===== config.mk =====
export PLATFORM = sky130hd
export DESIGN_NAME = hazard_ctrl
export DESIGN_NICKNAME = d
export VERILOG_FILES = /design/src/rtl/hazard_pkg.sv /design/src/rtl/sat_counter.sv /design/src/rtl/hazard_ctrl.sv
export SDC_FILE = /design/constraint.sdc
export NUM_CORES = 1
export LEC_CHECK = 0
export CELL_PAD_IN_SITES_DETAIL_PLACEMENT = 1
export CELL_PAD_IN_SITES_GLOBAL_PLACEMENT = 1
export CORE_ASPECT_RATIO = 1.5
export CORE_UTILIZATION = 32
export DETAILED_ROUTE_END_ITERATION = 16
export GPL_TIMING_DRIVEN = 0
export MAX_ROUTING_LAYER = met4
export PLACE_DENSITY = 0.73
export SLEW_MARGIN = 10
export SYNTH_ARGS = -nofsm -noshare
export SYNTH_HDL_FRONTEND = slang
export SYNTH_HIERARCHICAL = 1
export SYNTH_SLANG_ARGS = --single-unit

===== constraint.sdc =====
create_clock -name clock -period 1.9 [get_ports clock]
set_input_delay 0.38 -clock clock [delete_from_list [all_inputs] [get_ports clock]]
set_output_delay 0.38 -clock clock [all_outputs]
set_load 0.02 [all_outputs]

===== src/rtl/hazard_pkg.sv =====
// hazard_pkg: forwarding select codes and mul/div sequencer state encoding
package hazard_pkg;
  localparam logic [1:0] FWD_NONE = 2'b00;
  localparam logic [1:0] FWD_WB   = 2'b01;
  localparam logic [1:0] FWD_MEM  = 2'b10;
  typedef enum logic {RUN = 1'b0, MD_WAIT = 1'b1} md_state_e;
endpackage


===== src/rtl/sat_counter.sv =====
// sat_counter: event counter that sticks at all-ones instead of wrapping
module sat_counter #(
  parameter int CNT_W = 32
) (
  input  logic             clock,
  input  logic             reset_n,
  input  logic             inc,
  output logic [CNT_W-1:0] count
);
  always_ff @(posedge clock or negedge reset_n)
    if (!reset_n) count <= '0;
    else if (inc && !(&count)) count <= count + CNT_W'(1);
endmodule


===== src/rtl/hazard_ctrl.sv =====
// hazard_ctrl: stall/flush, mul/div sequencing, stale-fetch discard and EX forwarding
// for the 5-stage core, plus stall-cycle and redirect performance counters.
module hazard_ctrl
  import hazard_pkg::*;
#(
  parameter int CNT_W = 32,
  parameter int REG_W = 5
) (
  input  logic             clock,
  input  logic             reset_n,
  input  logic [REG_W-1:0] Rs1D,
  input  logic [REG_W-1:0] Rs2D,
  input  logic [REG_W-1:0] Rs1E,
  input  logic [REG_W-1:0] Rs2E,
  input  logic [REG_W-1:0] RdE,
  input  logic             LoadE,
  input  logic             MulDivE,
  input  logic             PCSrcE,
  input  logic [REG_W-1:0] RdM,
  input  logic [REG_W-1:0] RdW,
  input  logic             RegWriteM,
  input  logic             RegWriteW,
  input  logic             ImemReadyF,
  input  logic             MdDone,
  output logic             StallF,
  output logic             EnableD,
  output logic             FlushD,
  output logic             FlushE,
  output logic             StallE,
  output logic             FlushM,
  output logic             MdStart,
  output logic [1:0]       ForwardAE,
  output logic [1:0]       ForwardBE,
  output logic [CNT_W-1:0] StallCycles,
  output logic [CNT_W-1:0] FlushCount
);
  md_state_e state_q, state_d;
  logic discard, lw_stall, md_stall, fetch_bubble;

  always_ff @(posedge clock or negedge reset_n)
    if (!reset_n) state_q <= RUN;
    else state_q <= state_d;

  always_comb
    state_d = (state_q == RUN) ? (MulDivE ? MD_WAIT : RUN) : (MdDone ? RUN : MD_WAIT);

  // an access in flight at a redirect still returns; drop that one word
  always_ff @(posedge clock or negedge reset_n)
    if (!reset_n) discard <= 1'b0;
    else discard <= !ImemReadyF && (PCSrcE || discard);

  always_comb begin
    lw_stall     = LoadE && RdE != '0 && (RdE == Rs1D || RdE == Rs2D);
    md_stall     = (state_q == RUN) ? MulDivE : !MdDone;
    fetch_bubble = !ImemReadyF || discard;
    StallF       = (lw_stall || md_stall || !ImemReadyF) && !PCSrcE;
    EnableD      = !(lw_stall || md_stall);
    FlushD       = PCSrcE || (fetch_bubble && EnableD);
    FlushE       = lw_stall || PCSrcE;
    StallE       = md_stall;
    FlushM       = md_stall;
    MdStart      = reset_n && state_q == RUN && MulDivE;
    ForwardAE    = (RegWriteM && RdM != '0 && RdM == Rs1E) ? FWD_MEM :
                   (RegWriteW && RdW != '0 && RdW == Rs1E) ? FWD_WB : FWD_NONE;
    ForwardBE    = (RegWriteM && RdM != '0 && RdM == Rs2E) ? FWD_MEM :
                   (RegWriteW && RdW != '0 && RdW == Rs2E) ? FWD_WB : FWD_NONE;
  end

  sat_counter #(.CNT_W(CNT_W)) u_stall_cnt (
    .clock(clock), .reset_n(reset_n), .inc(!EnableD), .count(StallCycles)
  );

  sat_counter #(.CNT_W(CNT_W)) u_flush_cnt (
    .clock(clock), .reset_n(reset_n), .inc(PCSrcE), .count(FlushCount)
  );
endmodule


Word level (Yosys, flattened, before mapping):

Cells that the tools add are included.

* bitwise operators: 1
* equality and inequality tests: 6
* add/subtract/negate cells: 2
* multiplexer cells: 8
* reduce and logical (&&, ||, !) cells: 33

Operator list (number)
* $add A32 B1 Y32 const B: 2
* $reduce_and A32 Y1: 2
* $eq A5 B5 Y1: 6
* $logic_and A1 B1 Y1: 15
* $reduce_bool A5 Y1: 3
* $logic_or A1 B1 Y1: 7
* $logic_not A1 Y1: 6
* $mux W1: 6
* $mux W2: 2
* $not A1 Y1: 1

* word-level logic and storage cells: 54
* output and inout port bits: 75
* register bits after elaboration: 66

Longest topological paths before layout:

* word-level depth: 7
* mapped depth: 9
* mapped depth without buffers: 9

Cells and area by module:

Netlist, hierarchy kept.

Modules (own cells, without submodules)
* sat_counter: seq. area each 800.8 um^2, area each 1580.3 um^2, instances 2, cells an instance 146
* hazard_ctrl: seq. area each 50.0 um^2, area each 545.5 um^2, instances 1, cells an instance 66

Least setup slack after synthesis:

Ideal clock, no wire load.

* kind: in2reg
* start: input RdE[3]
* end: register u_stall_cnt.count[21]
* cell stages on the path: 9
* slack: -0.468 ns
* arrival time: 2.236 ns
* library setup time: 0.132 ns
* cells stage by stage: xor2_1 nor3_1 a22oi_1 o21ai_0 and3_2 nand4b_1 a211oi_1 nand3_1 xnor2_1

* cells in the longest elaborated chain, start to end: 5
* elaborated cells between the ends (all ways): 8

Ends and longest elaborated chain
* start, declared: line hazard_ctrl.sv:15 `input logic [REG_W-1:0] RdE,`
* $eq A5 B5 Y1 or $reduce_bool A5 Y1 (tied branches): line hazard_ctrl.sv:53 `lw_stall = LoadE && RdE != '0 && (RdE == Rs1D || RdE == Rs2D);`
* $logic_or A1 B1 Y1 or $logic_and A1 B1 Y1 (tied branches): line hazard_ctrl.sv:53
* $logic_and A1 B1 Y1 *: line hazard_ctrl.sv:53
* $logic_or A1 B1 Y1 *: line hazard_ctrl.sv:57 `EnableD = !(lw_stall || md_stall);`
* $logic_and A1 B1 Y1 *: line sat_counter.sv:12 `else if (inc && !(&count)) count <= count + CNT_W'(1);`
* end signal, assigned: line sat_counter.sv:12
* end, declared: line sat_counter.sv:8 `output logic [CNT_W-1:0] count`

Every way passes the cells marked *; elsewhere a longest branch is shown, timed or not.
A chain may end at the register's enable or synchronous reset.

Worst setup path in the final report:

* start: input LoadE
* end: register u_stall_cnt.count[26]

* cells in the longest elaborated chain, start to end: 4

Ends and longest elaborated chain
* start, declared: line hazard_ctrl.sv:16 `input logic LoadE,`
* $logic_and A1 B1 Y1 (2 in series): line hazard_ctrl.sv:53
* $logic_or A1 B1 Y1: line hazard_ctrl.sv:57
* $logic_and A1 B1 Y1: line sat_counter.sv:12

No other way between the ends.

==> flow_metrics.py <==
metrics = {
    "outcome": {
        "status": "finished, violations left",
        "violations": "negative setup slack",
    },
    "power": {
        "ir_drop_uv": 734.6,
        "power.leakage_nw": 2.670,
        "p_per_area_nw_per_um2": 762.3,
    },
    "floorplanning": {
        "dieArea_sq_um": 12020,
        "coreArea_sq_um": 11170,
        "rows": 47,
        "die_y_microns": 133.8,
        "die_x_microns": 89.87,
        "io_pins": 119,
        "start_util_pct": 33.17,
    },
    "placed_design": {
        "gp_congestion": 0.8412,
        "hpwl_microns": 8320,
        "io_buffers": 118,
        "dp.cells": 624,
    },
    "sta": {
        "slew_headroom_pct": 32.86,
        "period_needed_ns": 2.210,
        "setup_viol_count_final": 38,
        "max_freq_ghz": 0.4524,
        "rsz0062_at_grt": "true",
        "clock_skew_ns": 0.008056,
        "timing.final.hold_violations": 0,
        "worst_pin_slew_ns": 1.004,
        "finalWorstSetupSlack_ns": -0.3103,
        "drv_slew": 0,
        "fin_tns_setup_ns": -5.356,
        "post-route-period-util_pct": 116.3,
    },
    "yosys": {
        "synthTopCellsByArea": "dfrtp_1 45%, xnor2_1 11%, xor2_1 9.0%",
        "synth-main-ff-cell": "dfrtp_1",
        "synth_cell_type_count": 45,
        "synth_warnings": 6,
        "synth-edff-count": 0,
        "syn_nets": 404,
        "ys_async_sr_fraction_pct": 100.0,
        "ys_seq_area_share_pct": 44.56,
        "yosys.area.top_type": "dfrtp_1",
        "syn_area_per_cell_sq_um": 10.35,
        "netlist_area_sq_um": 3706,
        "synth.cells.most_frequent": "66 x dfrtp_1, 48 x xnor2_1, 38 x xor2_1, 32 x nand3_1, 28 x nor2_1",
        "synth.top_cell.area_share_pct": 44.56,
        "yosysMostFrequentCell": "dfrtp_1",
        "netlist_instances": 358,
        "yosys_register_bits": 66,
    },
    "clock_tree": {
        "cts_tree": "done",
        "clk_pin_slew_ns": 0.06,
        "cts_max_level": 3,
        "cts_root_buf": "clkbuf_16",
        "numCtsBuffers": 9,
        "cts_buffer_depth": 2,
        "clkSinkCount": 66,
        "clk_latency_ns": 0.33,
    },
    "global_routing": {
        "busiest_layer": "met2",
        "grt_pass1_wl_microns": 19880,
        "gr-usage-met3_pct": 6.179,
        "antenna_found_initial": 0,
        "use_met2_pct": 40.17,
        "grtUsageTotal_pct": 21.73,
        "grt_remaining_overflow": 0,
        "use_met1_pct": 21.90,
        "grt_pass1_vias": 3870,
        "grt_max_degree": 24,
    },
    "setup_path": {
        "critPathMaxStageDelay_ns": 0.50,
        "cpMostUsedCell": "o21ai_4",
        "cpMaxStageDelayCell": "clkdlybuf4s50_1",
        "crit_required_ns": 2.12,
        "end_kind": "flop",
        "r2r_slack_ns": -0.30,
        "reg2reg_from": "state_q",
        "r2r_cells": 8,
        "cp.arrival_ns": 2.43,
        "cp-start-kind": "input port",
        "timing.rr.end": "u_stall_cnt/count[26]",
        "cp_max_fo": 5,
        "path_class": "input port to flop",
        "path_cells": "clkdlybuf4s50_1, o21ai_4, o21ai_4, and4_4, nand4_1, buf_4, a211oi_4, nand3_1, xnor2_1",
    },
    "final_layout": {
        "diodes": 0,
        "nFillCells": 1201,
        "regArea_sq_um": 1684,
        "syn2layout_area_growth_pct": 68.77,
        "fin_cells": 697,
        "nets": 591,
        "multiInputGateArea_sq_um": 2404,
        "drive_gt1_share_pct": 38.18,
    },
    "drt": {
        "via_per_inst": 5.260,
        "vias": 3666,
        "ant_nets": 0,
        "firstDrtPassIters": 5,
        "drc": 0,
        "initialDrtViolationCount": 117,
        "wire_per_inst_microns": 19.21,
        "drt_wl_total_microns": 13390,
    },
    "hold_path": {
        "worstHoldPathType": "input port to asynchronous set/reset pin",
    },
    "flow_run": {
        "drv_cap": 0,
    },
}
-- cell families (layout without fill, tap and decap cells) --
family,count (synthesis),count (layout),synth area share (%)
buf+inv,5,197,0.6077
xor+xnor,86,86,20.32
flops,66,66,44.56
fa+ha+maj,2,2,0.6751
simple gates,161,161,25.29
mux,3,3,0.9115
compound gates,35,35,7.630
-- layer usage --
layer / vias up / share of wire (%)
met1: 1850 / 37
li1: 1659 / -
met3: 32 / 5.1
met5: - / 0
met2: 125 / 56
met4: 0 / 2.4
-- sequential cells by signal (all words and copies together) (netlist names) --
name,count
u_flush_cnt/count,32
u_stall_cnt/count,32
discard,1
state_q,1
-- through the flow --
stage	total power, mW	hold slack, ns	util (%)	setup WS [ns]	cell area (sq um)
2_1_floorplan	2.270	0.08441	-	-0.2455	3784
3_3_place_gp	2.828	0.4749	46.08	-2.608	5149
3_5_place_dp	2.870	0.3019	46.30	-1.192	5174
4_1_cts	4.706	0.1194	52.62	-0.2387	5879
5_1_grt	4.963	0.1275	55.98	-0.4189	6255
6_report	4.768	0.1301	55.98	-0.3103	6255
-- worst max-delay path: cells and delay by family --
| kind | cells | cell delay [ns] |
|---|---|---|
| AO/OA/AOI/OAI | 3 | 0.57 |
| buffers and inverters | 2 | 0.73 |
| XOR/XNOR | 1 | 0.14 |
| AND/OR/NAND/NOR | 3 | 0.61 |
-- timing repair --
item,4_1_cts,5_1_grt
gates resized for setup,218,67
setup buffers,26,28
gates cloned,1,0
setup endpoints to repair,66,65
hold endpoints to repair,21,0
hold buffers,2,0
pin swaps,46,37
-- power by group --
group | internal [mW] | switching (mW)
sequential | 1.55 | 0.211
combinational | 0.650 | 0.630
clock | 1.08 | 0.643
-- cell type report --
cell class / count / share of cell area [%]
Clock inverter: 5 / 0.8402
Multi-Input combinational cell: 287 / 38.43
Clock buffer: 11 / 4.041
Inverter: 4 / 0.2400
Tap cell: 147 / 2.941
Sequential cell: 66 / 26.93
Buffer: 1 / 0.1200
Timing Repair Buffer: 176 / 26.47
-- worst max path at each step --
stage	startpoint	endpoint	slack, ns
5_1_grt	RdE[0]	u_stall_cnt/count[26]	-0.42
4_1_cts	RdM[1]	ForwardAE[0]	-0.24
3_5_place_dp	RdW[2]	ForwardAE[0]	-1.19
2_1_floorplan	RdE[3]	u_stall_cnt/count[22]	-0.25
3_3_place_gp	reset_n	MdStart	-2.61
6_report	LoadE	u_stall_cnt/count[26]	-0.31
-- layout by cell type, fill, tap and decap left out, types with 4 or more instances in the layout --
| cell | synthesis | final |
|---|---|---|
| nand2_1 | 24 | 21 |
| nor4_4 | 2 | 8 |
| a211oi_4 | 2 | 6 |
| nor2_1 | 28 | 23 |
| or4_4 | 2 | 7 |
| buf_4 | 1 | 53 |
| clkbuf_16 | 0 | 9 |
| dfrtp_1 | 66 | 40 |
| nor3_2 | 0 | 6 |
| buf_2 | 0 | 9 |
| nand4_1 | 22 | 22 |
| clkdlybuf4s50_1 | 0 | 63 |
| and3_1 | 10 | 10 |
| nand3_2 | 0 | 4 |
| a21oi_1 | 10 | 9 |
| nand3_1 | 32 | 28 |
| inv_1 | 4 | 4 |
| xor2_1 | 38 | 35 |
| buf_6 | 0 | 24 |
| dlygate4sd2_1 | 0 | 9 |
| dfrtp_2 | 0 | 26 |
| clkdlybuf4s15_1 | 0 | 5 |
| xnor2_1 | 48 | 45 |
| and2_2 | 4 | 4 |
(Power assumes the default switching activity.)
